[config.mk]
export PLATFORM = sky130hd
export DESIGN_NAME = serial_adder
export DESIGN_NICKNAME = d
export VERILOG_FILES = /design/src/rtl/serial_adder.sv
export SDC_FILE = /design/constraint.sdc
export NUM_CORES = 1
export LEC_CHECK = 0
export CORE_ASPECT_RATIO = 1.4
export CORE_MARGIN = 5
export CORE_UTILIZATION = 40
export DETAILED_ROUTE_END_ITERATION = 16
export PLACE_DENSITY_LB_ADDON = 0.3
export SLEW_MARGIN = 20
export SYNTH_ARGS = -nofsm -noshare
export SYNTH_HDL_FRONTEND = slang
export SYNTH_SLANG_ARGS = --single-unit
[constraint.sdc]
create_clock -name clk -period 1.6 [get_ports clk]
set_clock_uncertainty 0.2 [all_clocks]
set_input_delay 0.16 -clock clk [delete_from_list [all_inputs] [get_ports clk]]
set_output_delay 0.16 -clock clk [all_outputs]
set_load 0.02 [all_outputs]
[src/rtl/serial_adder.sv]
// serial_adder: bit-serial a+b+cin using one full-adder cell and a carry register
module serial_adder #(
  parameter int WIDTH = 8
) (
  input  logic             clk,
  input  logic             rst,
  input  logic             in_valid,
  output logic             in_ready,
  input  logic [WIDTH-1:0] a,
  input  logic [WIDTH-1:0] b,
  input  logic             cin,
  output logic             out_valid,
  input  logic             out_ready,
  output logic [WIDTH-1:0] sum,
  output logic             cout,
  output logic             busy
);
  localparam int CW = $clog2(WIDTH + 1);
  localparam logic [CW-1:0] LAST = CW'(WIDTH - 1);
  typedef enum logic [1:0] {IDLE, ADD, DONE} state_t;
  state_t state_q, state_d;
  logic [WIDTH-1:0] ra_q, ra_d, rb_q, rb_d, rs_q, rs_d;
  logic cy_q, cy_d;
  logic [CW-1:0] cnt_q, cnt_d;
  logic [1:0] fa;
  assign fa = {1'b0, ra_q[0]} + {1'b0, rb_q[0]} + {1'b0, cy_q};
  always_comb begin
    state_d = state_q;
    ra_d = ra_q;
    rb_d = rb_q;
    rs_d = rs_q;
    cy_d = cy_q;
    cnt_d = cnt_q;
    if (state_q == IDLE && in_valid) begin
      ra_d = a;
      rb_d = b;
      cy_d = cin;
      rs_d = '0;
      cnt_d = '0;
      state_d = ADD;
    end else if (state_q == ADD) begin
      ra_d = ra_q >> 1;
      rb_d = rb_q >> 1;
      cy_d = fa[1];
      rs_d = (rs_q >> 1) | (WIDTH'(fa[0]) << (WIDTH - 1));
      cnt_d = cnt_q + CW'(1);
      state_d = (cnt_q == LAST) ? DONE : ADD;
    end else if (state_q == DONE && out_ready) begin
      state_d = IDLE;
    end
  end
  always_ff @(posedge clk) begin
    if (rst) begin
      state_q <= IDLE;
      ra_q <= '0;
      rb_q <= '0;
      rs_q <= '0;
      cy_q <= 1'b0;
      cnt_q <= '0;
    end else begin
      state_q <= state_d;
      ra_q <= ra_d;
      rb_q <= rb_d;
      rs_q <= rs_d;
      cy_q <= cy_d;
      cnt_q <= cnt_d;
    end
  end
  assign in_ready = state_q == IDLE;
  assign out_valid = state_q == DONE;
  assign busy = state_q == ADD;
  // result is masked outside DONE so partial sums never leak
  assign sum = out_valid ? rs_q : '0;
  assign cout = out_valid & cy_q;
endmodule

## Yosys cells after proc, flatten, opt, wreduce, memory -nomap -nowiden

Index checks and enable logic that the tools add are counted.
W data, S select, Z words.

- Flip-flop bits (word level): 31
- Logic and storage cells: 33

- Add/sub/neg operators: 3
- Equal/unequal tests: 3
- Muxes and demuxes: 11
- Bitwise gates (word level): 2
- Reduce and logical (&&, ||, !) cells: 7

Operator list:

| kind | number |
|---|---|
| $mux W8 | 5 |
| $or A7 B8 Y8 | 1 |
| $mux W2 | 3 |
| $add A4 B1 Y4 const B | 1 |
| $eq A4 B3 Y1 const B | 1 |
| $reduce_bool A2 Y1 | 2 |
| $mux W1 | 3 |
| $reduce_bool A3 Y1 | 1 |
| $add A1 B1 Y2 | 1 |
| $add A2 B1 Y2 | 1 |
| $eq A2 B1 Y1 const B | 1 |
| $eq A2 B2 Y1 const B | 1 |
| $logic_and A1 B1 Y1 | 2 |
| $logic_not A2 Y1 | 1 |
| $reduce_or A2 Y1 | 1 |
| $and A1 B1 Y1 | 1 |

## Depth between registers and ports, before layout

- Word-level depth: 5
- Depth in mapped cells: 7
- Mapped depth without buffers: 4

## Worst setup path after synthesis

Ideal clock, no wire load.

- Path type: register to output
- Start: register state_q[0]
- End: output port cout
- Data arrival time: 1037 ps
- Required time: 1240 ps
- Slack: 203 ps
- Stages on the path, launching flop included: 5
- Path buffers: 2
- Cells stage by stage: dfxtp_1 -> buf_6 -> clkinv_1 -> clkbuf_1 -> and3_1

- Cells in the longest elaborated chain, start to end: 2

Ends and longest elaborated chain:

| element | RTL line | source |
|---|---|---|
| start: declaration | 21 | `state_t state_q, state_d;` |
| start signal: assignment | 61 | `state_q <= state_d;` |
| $eq A2 B2 Y1 | 70 | `assign out_valid = state_q == DONE;` |
| $and A1 B1 Y1 | 74 | `assign cout = out_valid & cy_q;` |
| end: declaration | 15 | `output logic cout,` |

Every way passes these cells.

## Worst setup path in the final report

- Start: input port in_valid
- End: register rb_q[1]

- Cells in the longest elaborated chain, start to end: 2
- Elaborated cells between the ends (all ways): 3

Ends and longest elaborated chain:

| element | RTL line | source |
|---|---|---|
| start: declaration | 7 | `input logic in_valid,` |
| $logic_and A1 B1 Y1 * | 34 | `if (state_q == IDLE && in_valid) begin` |
| $mux W8 / $reduce_bool A2 Y1 (equally long branches) | n/a |  |
| end signal: assignment | 63 | `rb_q <= rb_d;` |
| end: declaration | 22 | `logic [WIDTH-1:0] ra_q, ra_d, rb_q, rb_d, rs_q, rs_d;` |

Every way passes the cells marked *; elsewhere a longest branch is shown, timed or not.
A chain may end at the register's enable or synchronous reset.

==> impl_metrics.toml <==
[worst_setup_path]
regToRegSetupSlack_ns = 0.04
worstPathCellList = "clkdlybuf4s50_1 -> buf_4 -> o22ai_1 -> a2111oi_0"
path_class = "primary input to flop"
slowest_stage = "clkdlybuf4s50_1"
cp-end-kind = "flop"
slowest_delay_ns = 0.65
r2r_end = "rb_q[1]$_SDFFE_PP0P_"
required_ns = 1.56
r2r_start = "state_q[1]$_SDFFE_PP0P_"
critPathLaunchType = "primary input"
reg2reg_depth = 4
crit_arrival_ns = 1.54
cp_max_fo = 7

[detailed_routing]
wl_mm = 3.46
via_per_inst = 5.25
firstDrtPassIters = 4
wl_per_cell_microns = 14.4
drt_iter0_drc = 43
drc_errors = 0
num_vias = 1266
antenna_left = 0

[clocking]
clock_path_buffers = 2
clk_latency_ns = 0.29
cts-root-buf = "clkbuf_8"
cts_setup_buffers = 0
cts-buffers-inserted = 5
cts-htree-levels = 2
clk_pin_slew_ns = 0.07
cts.sinks = 31
cts_tree = "yes"

[power]
vdd_ir_drop_max_v = 0.000921
power_density_nw_per_um2 = 959
finalPower_mw = 1.88
leakage_nw = 0.799

[grt]
grt_usage = 0.154
grt_util_met2 = 0.275
grt.busiest_layer = "met2"
antenna_found_initial = 0
grt_util_met3 = 0.0518
grt_pass1_wl_mm = 5.46
grt.met1_usage = 0.151
grt-ovfl-total = 0
grt_max_degree = 18
grt_pass1_vias = 1247

[finish]
drive_gt1_frac = 0.239
diodes = 0
nNetsFinal = 223
fin_area_sq_um = 1960
utilization = 0.586
area_delta_synth_final_pct = 41.8
n_fill_cell = 313
multi_input_area_sq_um = 722
regArea_sq_um = 626

[sta]
holdWs_ns = 0.256
tightest_slew_ns = 0.382
maxSlewHeadroom = 0.739
fmax_mhz = 631
report.final.slew_viol_count = 0
timing.final.crit_share = 0.991
layout_min_cycle_time_ns = 1.58
setup_viol = 0
finalHoldViolations = 0

[floorplanning]
die_height_microns = 79.6
die_area_sq_um = 4750
chipWidth_microns = 59.7
rows = 25
start_util = 0.413
core_sq_um = 3350
io_pins = 33

[worst_hold_path]
min_to = "rs_q[0]$_SDFFE_PP0P_"
worstHoldStart = "rs_q[0]$_SDFFE_PP0P_"
holdPathStages = 2
hold_class = "flop to flop"

[synth]
synth_top_area_frac = 0.448
syn_inst = 155
synth_area_sq_um = 1380
ys_seq_area_frac = 0.448
synth_area_leaders = "dfxtp_1 (45%), nor2_1 (5.7%), a221o_1 (5.1%)"
synth.avg_cell_area_sq_um = 8.93
synth_cell_type_count = 35
synth_largest_area_cell = "dfxtp_1"
syn_nets = 178
ys_warn_count = 0
ys_seq_elements = 31

[run_status]
status = "finished clean"

[place]
place_congestion = 0.733
port_buffers = 32
place_hpwl_mm = 2.56
dpl-instance-area_sq_um = 1830

[flow_run]
drv_cap = 0
==> cells in the mapped netlist, drive strengths merged <==
cell type and n:
a2111oi 5, a211oi 3, a21o 1, a21oi 12, a221o 7, a22oi 2, and2 8, and3 9
buf 7, clkbuf 3, clkinv 2, dfxtp 31, fa 1, ha 1, inv 1, nand2 18
nand2b 3, nand3 1, nand3b 1, nor2 21, nor3b 1, nor4b 1, o21ai 1, o21ba 1
o21bai 1, o22ai 8, or2 1, or3 1, or3b 1, xnor2 1, xor2 1
==> layout by cell type, fill, tap and decap left out, types with 2 or more instances in the layout <==
cell type,Yosys,routed
clkdlybuf4s15_2,0,4
o22ai_1,8,8
nor2_1,21,19
buf_4,3,13
a221o_1,7,7
a21oi_1,12,12
a211oi_1,3,3
a22oi_1,2,2
clkbuf_8,0,6
buf_12,0,2
and2_1,8,8
nand2_1,18,18
dfxtp_1,31,29
nand2b_4,1,2
clkinv_2,0,2
a2111oi_2,0,2
a2111oi_0,5,2
buf_2,1,4
clkbuf_2,0,4
and3_1,9,9
clkdlybuf4s50_1,0,20
==> flip-flops by register name, summed over array words and instances (netlist names) <==
name	flops
ra_q	8
rb_q	8
rs_q	8
cnt_q	4
state_q	2
cy_q	1
==> stage by stage <==
stage | setup TNS (ns) | setup WS [ns] | cells
after global routing | -0.00697 | -0.00697 | 241
final | 0 | 0.0151 | 241
after floorplan | 0 | 0.203 | 155
after CTS | 0 | 0.000755 | 241
after detailed placement | -4.70 | -0.189 | 233
after global placement | -3.22 | -0.113 | 233
==> worst max path at each step <==
stage                      endpoint  depth (start not counted)                     from
2_1_floorplan                  cout                          4  state_q[0]$_SDFFE_PP0P_
3_3_place_gp   ra_q[2]$_SDFFE_PP0P_                          4                 in_valid
3_5_place_dp   rb_q[0]$_SDFFE_PP0P_                          4                 in_valid
4_1_cts                      sum[2]                          3  state_q[1]$_SDFFE_PP0P_
5_1_grt        rb_q[3]$_SDFFE_PP0P_                          4                 in_valid
6_report       rb_q[1]$_SDFFE_PP0P_                          4                 in_valid
==> critical path, delay by kind of cell <==
family	cells	cell delay, ns
buffers and inverters	2	0.86
AOI/OAI and AO/OA	2	0.52
==> routing by layer <==
metal	routed length, microns	up-vias
li1	-	637
met1	1280	575
met2	1810	47
met3	288	7
met4	80	0
met5	0	-
==> where the power goes <==
part / internal (mW) / leakage [nW] / switching, mW / total, mW
Clock: 0.503 / 0.0612 / 0.290 / 0.793
Combinational: 0.135 / 0.484 / 0.115 / 0.250
Sequential: 0.810 / 0.255 / 0.0280 / 0.838
==> timing repair <==
| action | CTS | global route |
|---|---|---|
| endpoints found under the setup margin | 24 | 32 |
| resized for setup | 35 | 21 |
| pin swaps | 0 | 2 |
| hold buffers | 0 | 0 |
==> cells by family after synthesis <==
kind of cell,synth area share
buf+inv,0.0606
flops,0.448
xor+xnor,0.0127
simple gates,0.244
fa+ha+maj,0.0235
compound gates,0.211
==> area by class of cell <==
class / instances / area share
clock inverter: 2 / 0.0179
inverter: 3 / 0.00638
sequential: 31 / 0.319
multi-input combinational: 111 / 0.368
clock buffer: 6 / 0.0421
timing repair buffer: 48 / 0.221
tap: 40 / 0.0255
Power figures use the tool's default switching activity.
